==> src/rtl/mux4_rr_sel_stage_if.sv <==
// Bundle between the round-robin select/capture stage and its environment.
// master = the stage itself; slave = requesters, mux and consumer side.
interface mux4_rr_sel_stage_if #(
  parameter int WIDTH = 4
);
  logic [3:0]       req;
  logic [3:0]       gnt;
  logic [1:0]       sel;
  logic [WIDTH-1:0] mux_out;
  logic             out_valid;
  logic             out_ready;
  logic [WIDTH-1:0] out_data;

  modport master (
    input  req,
    input  mux_out,
    input  out_ready,
    output gnt,
    output sel,
    output out_valid,
    output out_data
  );

  modport slave (
    output req,
    output mux_out,
    output out_ready,
    input  gnt,
    input  sel,
    input  out_valid,
    input  out_data
  );
endinterface

==> src/rtl/mux4_rr_sel_stage.sv <==


module mux4_rr_sel_stage #(
  parameter int WIDTH = 4
) (
  input  logic                clk,
  input  logic                rst,
  mux4_rr_sel_stage_if.master bus
);

  typedef enum logic {
    EMPTY = 1'b0,
    FULL  = 1'b1
  } state_t;

  state_t           state_reg;
  state_t           state_next;
  logic [1:0]       ptr_reg;
  logic [1:0]       last_sel_reg;
  logic [WIDTH-1:0] out_data_reg;

  logic       any_req;
  logic       load;
  logic       out_valid;
  logic [1:0] winner;
  logic       found;

  assign any_req = |bus.req;

  // Search starts just after the last winner so every requester gets a turn.
  always_comb begin
    winner = ptr_reg;
    found  = 1'b0;
    for (int k = 1; k <= 4; k++) begin
      if (!found && bus.req[ptr_reg + 2'(k)]) begin
        winner = ptr_reg + 2'(k);
        found  = 1'b1;
      end
    end
  end

  // Next-state and accept logic; rst gating keeps gnt quiet while reset is held.
  always_comb begin
    state_next = state_reg;
    out_valid  = (state_reg == FULL);
    load       = rst && any_req && (!out_valid || bus.out_ready);
    case (state_reg)
      EMPTY: begin
        if (load) begin
          state_next = FULL;
        end
      end
      FULL: begin
        if (!load && bus.out_ready) begin
          state_next = EMPTY;
        end
      end
      default: state_next = EMPTY;
    endcase
  end

  always_ff @(posedge clk or negedge rst) begin
    if (!rst) begin
      state_reg    <= EMPTY;
      ptr_reg      <= 2'd3;
      last_sel_reg <= 2'd0;
      out_data_reg <= '0;
    end else begin
      state_reg <= state_next;
      if (load) begin
        out_data_reg <= bus.mux_out;
        ptr_reg      <= winner;
        last_sel_reg <= winner;
      end
    end
  end

  // Select depends only on req and state, never on out_ready.
  assign bus.sel = !rst ? 2'd0 : (any_req ? winner : last_sel_reg);

  for (genvar gi = 0; gi < 4; gi++) begin : g_gnt
    assign bus.gnt[gi] = load && (winner == 2'(gi));
  end

  assign bus.out_valid = out_valid;
  assign bus.out_data  = out_data_reg;

endmodule

==> src/flat_wrapper.sv <==
// flat-port wrapper written by rule: the top's interface ports become plain ports
module mux4_rr_sel_stage_flat 
#(
  parameter int WIDTH = 4
)
  (clk, rst, bus_req, bus_mux_out, bus_out_ready, bus_gnt, bus_sel, bus_out_valid, bus_out_data);
  mux4_rr_sel_stage_if #(.WIDTH(WIDTH)) bus_i ();
  input  logic clk;
  input  logic rst;
  input wire logic [$bits(bus_i.req)-1:0] bus_req;
  input wire logic [$bits(bus_i.mux_out)-1:0] bus_mux_out;
  input wire logic [$bits(bus_i.out_ready)-1:0] bus_out_ready;
  output wire logic [$bits(bus_i.gnt)-1:0] bus_gnt;
  output wire logic [$bits(bus_i.sel)-1:0] bus_sel;
  output wire logic [$bits(bus_i.out_valid)-1:0] bus_out_valid;
  output wire logic [$bits(bus_i.out_data)-1:0] bus_out_data;
  assign bus_i.req = bus_req;
  assign bus_i.mux_out = bus_mux_out;
  assign bus_i.out_ready = bus_out_ready;
  assign bus_gnt = bus_i.gnt;
  assign bus_sel = bus_i.sel;
  assign bus_out_valid = bus_i.out_valid;
  assign bus_out_data = bus_i.out_data;
  mux4_rr_sel_stage #(.WIDTH(WIDTH)) u_core (.clk(clk), .rst(rst), .bus(bus_i));
endmodule
==> config.mk <==
export PLATFORM = sky130hd
export DESIGN_NAME = mux4_rr_sel_stage_flat
export DESIGN_NICKNAME = d
export VERILOG_FILES = /design/src/rtl/mux4_rr_sel_stage_if.sv /design/src/rtl/mux4_rr_sel_stage.sv /design/src/flat_wrapper.sv
export SDC_FILE = /design/constraint.sdc
export NUM_CORES = 1
export LEC_CHECK = 0
export BUFFER_PORTS_ARGS = -buffer_cell sky130_fd_sc_hd__buf_4
export CORE_AREA = 4 4 41 43
export CTS_CLUSTER_DIAMETER = 50
export DETAILED_ROUTE_END_ITERATION = 8
export DIE_AREA = 0 0 45 47
export GPL_TIMING_DRIVEN = 1
export PLACE_DENSITY_LB_ADDON = 0.3
export SLEW_MARGIN = 20
export SYNTH_ARGS = -nofsm -noshare
export SYNTH_HDL_FRONTEND = slang
export SYNTH_SLANG_ARGS = --single-unit
==> constraint.sdc <==
create_clock -name clk -period 5.1 [get_ports clk]
set_input_delay 1.53 -clock clk [delete_from_list [all_inputs] [get_ports clk]]
set_output_delay 1.53 -clock clk [all_outputs]
set_load 0.005 [all_outputs]
# Word level (Yosys, flattened, before mapping)

Index checks and enable logic that the tools add are counted.
Widths: inputs -> output; s select.

Register bits: 9
Input bits: 11
Output and inout port bits: 11
Word-level logic and storage cells: 53

$add $sub $neg: 3
Magnitude comparators: 4
Equality and inequality tests: 3
Multiplexer cells: 20
Bitwise gates (word level): 1
Reductions and logical operators: 18

Operators with widths:

| cell                | count |
|---|---|
| $lt 2x3->1 const B  | 4 |
| $mux 2              | 6 |
| $logic_and 1x1->1   | 10 |
| $mux 1              | 9 |
| $bmux 1 s2          | 4 |
| $logic_not 1->1     | 5 |
| $add 2x2->2 const B | 2 |
| $eq 2x2->1 const B  | 2 |
| $reduce_or 4->1     | 1 |
| $add 2x1->2 const B | 1 |
| $eq 2x1->1 const B  | 1 |
| $logic_not 2->1     | 1 |
| $pmux 1 s2          | 1 |
| $logic_or 1x1->1    | 1 |
| $not 1->1           | 1 |

# Logic depth before layout (Yosys ltp)

Gate-level depths: netlist (run 1).

Depth after elaboration: 15
Depth in mapped cells: 6
Gate-level depth less buffers: 4

# Least setup slack after synthesis (run 1)

OpenSTA, ideal clock, no wires.

Path kind: input -> output
Start point: input bus_req[3]
End point: output bus_gnt[1]
Data arrival time: 2.652 ns
Path slack: 0.918 ns
Stages: 5
Path through: or4_4 -> and3_1 -> buf_6 -> buf_6 -> nor3b_1

Word-level cells in the longest chain between the ends: 14
Elaborated cells between the ends (all ways): 26
Those cells by class: eq/ne: 1; mux: 15; reduce/logical: 10

RTL lines:

| what                         | line                    | source |
|---|---|---|
| start: declaration           | flat_wrapper.sv:10      | `input wire logic [$bits(bus_i.req)-1:0] bus_req;` |
| $bmux 1 s2                   | mux4_rr_sel_stage.sv:35 | `if (!found && bus.req[ptr_reg + 2'(k)]) begin` |
| $mux 1 (implied by the code) | mux4_rr_sel_stage.sv:35 |  |
| $mux 1                       | mux4_rr_sel_stage.sv:35 |  |
| $logic_not 1->1              | mux4_rr_sel_stage.sv:35 |  |
| $logic_and 1x1->1            | mux4_rr_sel_stage.sv:35 |  |
| $mux 1                       | mux4_rr_sel_stage.sv:35 |  |
| $logic_not 1->1              | mux4_rr_sel_stage.sv:35 |  |
| $logic_and 1x1->1            | mux4_rr_sel_stage.sv:35 |  |
| $mux 1                       | mux4_rr_sel_stage.sv:35 |  |
| $logic_not 1->1              | mux4_rr_sel_stage.sv:35 |  |
| $logic_and 1x1->1            | mux4_rr_sel_stage.sv:35 |  |
| $mux 2                       | mux4_rr_sel_stage.sv:35 |  |
| $eq 2x1->1                   | mux4_rr_sel_stage.sv:82 | `assign bus.gnt[gi] = load && (winner == 2'(gi));` |
| $logic_and 1x1->1 (*)        | mux4_rr_sel_stage.sv:82 |  |
| end: declaration             | flat_wrapper.sv:13      | `output wire logic [$bits(bus_i.gnt)-1:0] bus_gnt;` |

Mark *: on every way between the ends. The rest lies on a longest branch, timed or not. The select of a mux whose other input is x is not followed.

# Worst setup path after layout (run 1)

Start point: input bus_req[3]
End point: output bus_gnt[2]

Word-level cells in the longest chain between the ends: 14
Elaborated cells between the ends (all ways): 26
Those cells by class: eq/ne: 1; mux: 15; reduce/logical: 10

RTL lines:

| what                         | line |
|---|---|
| $bmux 1 s2                   | mux4_rr_sel_stage.sv:35 |
| $mux 1 (implied by the code) | mux4_rr_sel_stage.sv:35 |
| $mux 1                       | mux4_rr_sel_stage.sv:35 |
| $logic_not 1->1              | mux4_rr_sel_stage.sv:35 |
| $logic_and 1x1->1            | mux4_rr_sel_stage.sv:35 |
| $mux 1                       | mux4_rr_sel_stage.sv:35 |
| $logic_not 1->1              | mux4_rr_sel_stage.sv:35 |
| $logic_and 1x1->1            | mux4_rr_sel_stage.sv:35 |
| $mux 1                       | mux4_rr_sel_stage.sv:35 |
| $logic_not 1->1              | mux4_rr_sel_stage.sv:35 |
| $logic_and 1x1->1            | mux4_rr_sel_stage.sv:35 |
| $mux 2                       | mux4_rr_sel_stage.sv:35 |
| $eq 2x2->1                   | mux4_rr_sel_stage.sv:82 |
| $logic_and 1x1->1 (*)        | mux4_rr_sel_stage.sv:82 |

Marks and branches as above.

==> reports/qor.txt, run 1 <==
CTS Hold Bufs: 0
Longest Clk Path Bufs: 2
Worst Path Arrival: 3.00 ns
GRT Overall Usage: 12.5%
final clock skew: 0.00107 ns
Crit. End Element: output port
share of cells above drive strength 1: 45.3%
number of DRC markers in iteration 0: 1
mapped cell area: 504 µm²
vias per inst: 4.81
total gr overflow: 0
most common cell in the netlist: a21oi_1
Hold WC Path Type: register to register
Fin. Hold Viols: 0
leading area contributor after synthesis: dfrtp_1
critical path startpoint category: input pin
final-report max-slew violation count: 0
CTS resizes: 0
Worst path slowest cell: or4_4
FILL cells: 129
pwr dens: 368 nW/µm²
DRT Pass-1 Iters: 2
H-tree levels: 1
Post-route DRC: 0
leading cell types by count after synthesis: a21oi_1, dfrtp_1, nor2_1
synth top area cells: dfrtp_1, mux2_4, dfstp_2
root buffer cell: clkbuf_4
routability cong.: 0.691
wire per inst: 12.3 µm
post-synthesis adder-cell area fraction: 0%
DP HPWL: 843 µm
Max VDD drop: 146 µV
Die H: 47 µm
antenna cell count: 0
Std-Cell Rows: 13
outcome: completed
postcts setup bufs: 0
Die X: 45 µm
Critical Path, Cell by Cell: buf_4 -> or4_4 -> and3_1 -> and3_1 -> buf_4
pin slew with the least headroom to its limit: 0.563 ns
Post-Synthesis Cells: 51
Avg Inst Size Synth: 9.89 µm²
max reg flops: 4
register area share after synthesis: 45.2%
antenna violations before repair: 0
GR Util met1: 17.1%
Leak: 0.340 nW
Syn Nets: 62
met2 Track Usage GR: 16.1%
R2R Path End: u_core.bus.out_data[3]
input/output buffers: 21
Synth Register Bits: 9
Layout Area Growth over Synthesis: 37.5%
reg2reg path depth: 3
layer with the highest usage: met1
nets@finish: 87
Crit Path Category: input pin to output port
vias in the first global route: 396
Core Area: 1300 µm²
CP startpoint: bus_req[3]
largest family of logic cells by synthesized area: simple AND/OR/NAND/NOR gates
Most used DFF post-synth: dfrtp_1
setup violators final: 0
initial core utilization: 38.8%
Worst EP required: 3.57 ns
ys async rst share: 100%
fin crit period: 4.53 ns
Ys Warns: 0
RSZ-0062 raised after global routing: false
Fin Setup TNS: 0 ns
Post-synth EDFFs: 0
total number of vias: 433
clock slew at reported path FFs: 0.07 ns
Clock Sinks: 9
Die ar.: 2120 µm²
Max-Cap Viols: 0
total CTS buffers: 3
Hold Slack: 0.503 ns
xor-xnor portion of the synthesized cell area: 0%
CTS tree: built
reg2reg start: u_core.bus.out_valid
M3 GR Usage: 3.45%
Synth top area share: 34.7%
mux cell area share after synthesis: 11.9%
worst reg-to-reg setup slack: 3.65 ns
Synth cell types: 17
Slowest Stage Delay on Critical Path: 0.56 ns
ANT nets after route: 0
worst skew pair latency: 0.27 ns
Max Freq: 221 MHz
Worst slew margin: 62.5%
CP Max Fanout: 16
Synth Area in Simple Gates: 23.3%
global-route wire length before repair: 1820 µm
Critical Path End: bus_gnt[2]
largest net degree at the start of global routing: 17
period utilisation layout: 88.8%
compound-gate portion of the synthesized area: 14.4%
Top Ports: 22
WL final: 1110 µm
routing by layer:
| metal | share of wire (%) | up-vias | wire length, µm |
|---|---|---|---|
| li1 | - | 228 | - |
| met1 | 47 | 191 | 519 |
| met2 | 46 | 10 | 507 |
| met3 | 4.9 | 4 | 54 |
| met4 | 2.1 | 0 | 23 |
| met5 | 0 | - | 0 |
metrics by stage:
step	total power, mW	worst slack [ns]	area (µm²)	util (%)	instances
2_1_floorplan	0.156	0.918	504	-	51
3_3_place_gp	0.198	0.583	666	51.2	86
3_5_place_dp	0.199	0.575	666	51.2	86
4_1_cts	0.258	0.575	693	53.3	90
5_1_grt	0.273	0.502	693	53.3	90
6_report	0.255	0.571	693	53.3	90
how the worst min path moves through the flow:
stage / start / endpoint / cells past startpoint
global placement: u_core.bus.out_valid / u_core.bus.out_valid / 2
finish: u_core.bus.out_valid / u_core.bus.out_valid / 2
global route: u_core.bus.out_data[3] / u_core.bus.out_data[3] / 1
floorplan: u_core.bus.out_valid / u_core.bus.out_valid / 2
CTS: u_core.bus.out_valid / u_core.bus.out_valid / 2
detailed placement: u_core.bus.out_valid / u_core.bus.out_valid / 2
cell usage in the layout, fill, tap and decap left out, drive strengths merged:
cell type,instances
a211oi,1
dfrtp,7
clkinv,1
o21ai,4
nor3b,2
or4,1
nor2,5
or2,1
nand2b,4
a21oi,9
mux2,4
inv,1
buf,22
nand2,3
or3,1
nor3,1
clkbuf,3
and3,3
dfstp,2
worst max-delay path: cells and delay by family:
kind | cells | cell delay [ns]
simple gates | 3 | 1.21
buf+inv | 2 | 0.25
cell type report:
cell class	instances	area (µm²)	area share [%]
clock buffer	3	22.5	3.25
clock inverter	1	5.00	0.722
inverter	1	3.75	0.542
multi-input combinational	39	250	36.1
sequential	9	228	32.9
tap	15	18.8	2.71
timing repair buffer	22	165	23.8
where the power goes:
group          internal [mW]  switching (mW)
clock                 0.0291          0.0295
combinational         0.0515          0.0416
sequential            0.0917          0.0119
total                  0.172          0.0830
cells by family (layout without fill, tap and decap cells):
kind of cell           count (synthesis)  in the layout
AO/OA/AOI/OAI                         14             14
buffers and inverters                  3             27
flip-flops                             9              9
multiplexers                           4              4
AND/OR/NAND/NOR                       21             21
No activity file was read; power rests on OpenSTA's default activity.
==> run 2, diff against run 1 <==
--- a/config.mk
+++ b/config.mk
@@ -5,6 +5,7 @@
 export SDC_FILE = /design/constraint.sdc
 export NUM_CORES = 1
 export LEC_CHECK = 0
+export ABC_AREA = 1
 export BUFFER_PORTS_ARGS = -buffer_cell sky130_fd_sc_hd__buf_4
 export CORE_AREA = 4 4 41 43
 export CTS_CLUSTER_DIAMETER = 50
==> run 2 against run 1 <==
  * Via count increased by 58%
  * Cell count grew 52%
  * Design area increased by 19%
  * Critical endpoint unchanged
==> reports/qor.txt, run 2 <==
outcome: completed
switching part of the total: 48.6% (+16 points)
input/output buffers: 21 (unchanged)
WL final: 1540 µm (+39%)
Synth top area share: 29.1% (-5.6 points)
synth top area cells: nand2_1, dfrtp_1, dfstp_2
Fin Setup TNS: 0 ns (unchanged)
xor-xnor portion of the synthesized cell area: 0% (unchanged)
Max VDD drop: 321 µV (+120%)
Comb pwr share: 64.0% (+28 points)
Clock Sinks: 9 (unchanged)
Synth Register Bits: 9 (unchanged)
antenna violations before repair: 0 (unchanged)
Synth Area in Simple Gates: 47.3% (+24 points)
Post-Synthesis Cells: 98 (+92%)
FILL cells: 126 (-2.3%)
post-synthesis adder-cell area fraction: 0% (unchanged)
Synth cell types: 16 (-1)
Die ar.: 2120 µm² (unchanged)
Most used DFF post-synth: dfrtp_1
Std-Cell Rows: 13 (unchanged)
mux cell area share after synthesis: 0% (-12 points)
period utilisation layout: 83.1% (-5.7 points)
worst skew pair latency: 0.26 ns (about the same)
switching pwr: 0.239 mW (+190%)
Post-route DRC: 0 (unchanged)
Worst slew margin: 73.9% (+11 points)
largest net degree at the start of global routing: 13 (-4)
routability cong.: 0.850 (+23%)
nets@finish: 134 (+54%)
CTS Hold Bufs: 0 (unchanged)
total CTS buffers: 3 (unchanged)
post-layout instance area: 823 µm² (+19%)
number of DRC markers in iteration 0: 12 (+11)
ys async rst share: 100% (unchanged)
Ys Warns: 0 (unchanged)
total number of vias: 685 (+58%)
Post-Route Utilization: 63.3% (+10 points)
Die H: 47 µm (unchanged)
most common cell after layout, fill and taps aside: nand2_1
pwr dens: 597 nW/µm² (+62%)
clock slew at reported path FFs: 0.06 ns (about the same)
Fin. Hold Viols: 0 (unchanged)
Worst EP required: 3.57 ns (about the same)
Max Freq: 236 MHz (+6.9%)
max reg flops: 4 (unchanged)
final clock skew: 0.00442 ns (+0.00335 ns)
Hold WC Path Type: register to register
Finished Layout Cells: 137 (+52%)
DP HPWL: 1190 µm (+41%)
DRT Pass-1 Iters: 4 (+2)
compound-gate portion of the synthesized area: 8.12% (-6.3 points)
GRT Overall Usage: 17.3% (+4.7 points)
pin slew with the least headroom to its limit: 0.390 ns (-0.173 ns)
CP Max Fanout: 9 (-7)
wire per inst: 11.2 µm (-8.6%)
Post-synth EDFFs: 0 (unchanged)
vias per inst: 5.00 (+3.9%)
Crit Path Category: input pin to output port
Crit. End Element: output port
mapped cell area: 632 µm² (+25%)
final-report max-slew violation count: 0 (unchanged)
largest family of logic cells by synthesized area: simple AND/OR/NAND/NOR gates
leading area contributor after synthesis: nand2_1
global-route wire length before repair: 2630 µm (+44%)
antenna cell count: 0 (unchanged)
Top Ports: 22 (unchanged)
Avg Inst Size Synth: 6.45 µm² (-35%)
CTS tree: built
fin crit period: 4.24 ns (-0.291 ns)
postcts setup bufs: 0 (unchanged)
commonest non-fill, non-tap cells in the layout: nand2_1, buf_4, nand3_1, dfrtp_1
Syn Nets: 109 (+76%)
total gr overflow: 0 (unchanged)
Internal: 0.252 mW (+47%)
CTS resizes: 0 (unchanged)
Core Area: 1300 µm² (unchanged)
share of cells above drive strength 1: 32.8% (-13 points)
Max-Cap Viols: 0 (unchanged)
RSZ-0062 raised after global routing: false
root buffer cell: clkbuf_4
Longest Clk Path Bufs: 2 (unchanged)
H-tree levels: 1 (unchanged)
Clock power frac: 11.3% (-12 points)
Leak: 0.485 nW (+43%)
setup violators final: 0 (unchanged)
Worst Path Arrival: 2.71 ns (-0.29 ns)
initial core utilization: 48.6% (+9.8 points)
ANT nets after route: 0 (unchanged)
register area share after synthesis: 36.0% (-9.1 points)
Die X: 45 µm (unchanged)
dpl cells: 133 (+55%)
critical path startpoint category: input pin
most common cell in the netlist: nand2_1
Layout Area Growth over Synthesis: 30.3%
Placed Area: 797 µm² (+20%)
part of the power in registers: 24.7% (-16 points)
leading cell types by count after synthesis: nand2_1, dfrtp_1, nand3_1
vias in the first global route: 646 (+63%)
==> run 2: final timing paths <==
| path | start | endpoint | slack, ns | depth (start not counted) |
|---|---|---|---|---|
| worst max-delay path | bus_req[0] | bus_gnt[2] | 0.86 | 8 |
| worst min-delay path | u_core.last_sel_reg[0] | u_core.last_sel_reg[0] | 0.47 | 2 |
| worst max register to register | u_core.ptr_reg[0] | u_core.last_sel_reg[1] | 3.42 | 11 |
| worst min register to register | u_core.last_sel_reg[0] | u_core.last_sel_reg[0] | 0.47 | 2 |
| max in group asynchronous | rst | u_core.ptr_reg[1] | 3.78 | 1 |
| min in group asynchronous | rst | u_core.bus.out_data[1] | 1.09 | 1 |
==> run 2: layout make-up <==
type	count	area, µm²	share of cell area, %
Multi-Input combinational cell	78	350	42.6
Tap cell	15	18.8	2.28
Inverter	10	42.5	5.17
Timing Repair Buffer	21	158	19.1
Clock buffer	4	26.3	3.19
Sequential cell	9	228	27.7
==> run 2: per-layer routing <==
| layer | track usage [%] | vias to the layer above | part of all wire [%] |
|---|---|---|---|
| met2 | 27.7 | 21 | 46 |
| met3 | 7.66 | 4 | 7.9 |
| met5 | 0 | - | 0 |
| met1 | 20.7 | 307 | 44 |
| met4 | 5.85 | 0 | 1.5 |
| li1 | - | 353 | - |
==> run 2: logic make-up after synthesis <==
logic type	count (synthesis)
DFF	9
buffers and inverters	11
and+or+nand+nor	70
AOI/OAI and AO/OA	8
==> run 2: critical path: stages <==
cell	delay, ns
buf_4	0.09
nor2_1	0.04
nand2_1	0.17
o211ai_2	0.22
inv_1	0.27
nand3_1	0.15
nor2_1	0.12
buf_4	0.11
==> run 2: power by group through the flow <==
stage | registers (mW) | logic (mW) | clock network (mW)
floorplan | 0.111 | 0.235 | 0
global placement | 0.122 | 0.306 | 0
detailed placement | 0.122 | 0.313 | 0
CTS | 0.121 | 0.315 | 0.0575
global route | 0.126 | 0.353 | 0.0632
finish | 0.121 | 0.315 | 0.0555
==> run 2: stage by stage <==
step / hold slack [ns] / worst slack (ns) / power (mW)
after floorplan: 0.444 / 1.29 / 0.346
after global placement: 0.458 / 0.892 / 0.427
after detailed placement: 0.460 / 0.875 / 0.436
after CTS: 0.477 / 0.864 / 0.494
after global routing: 0.530 / 0.710 / 0.542
final: 0.474 / 0.862 / 0.491
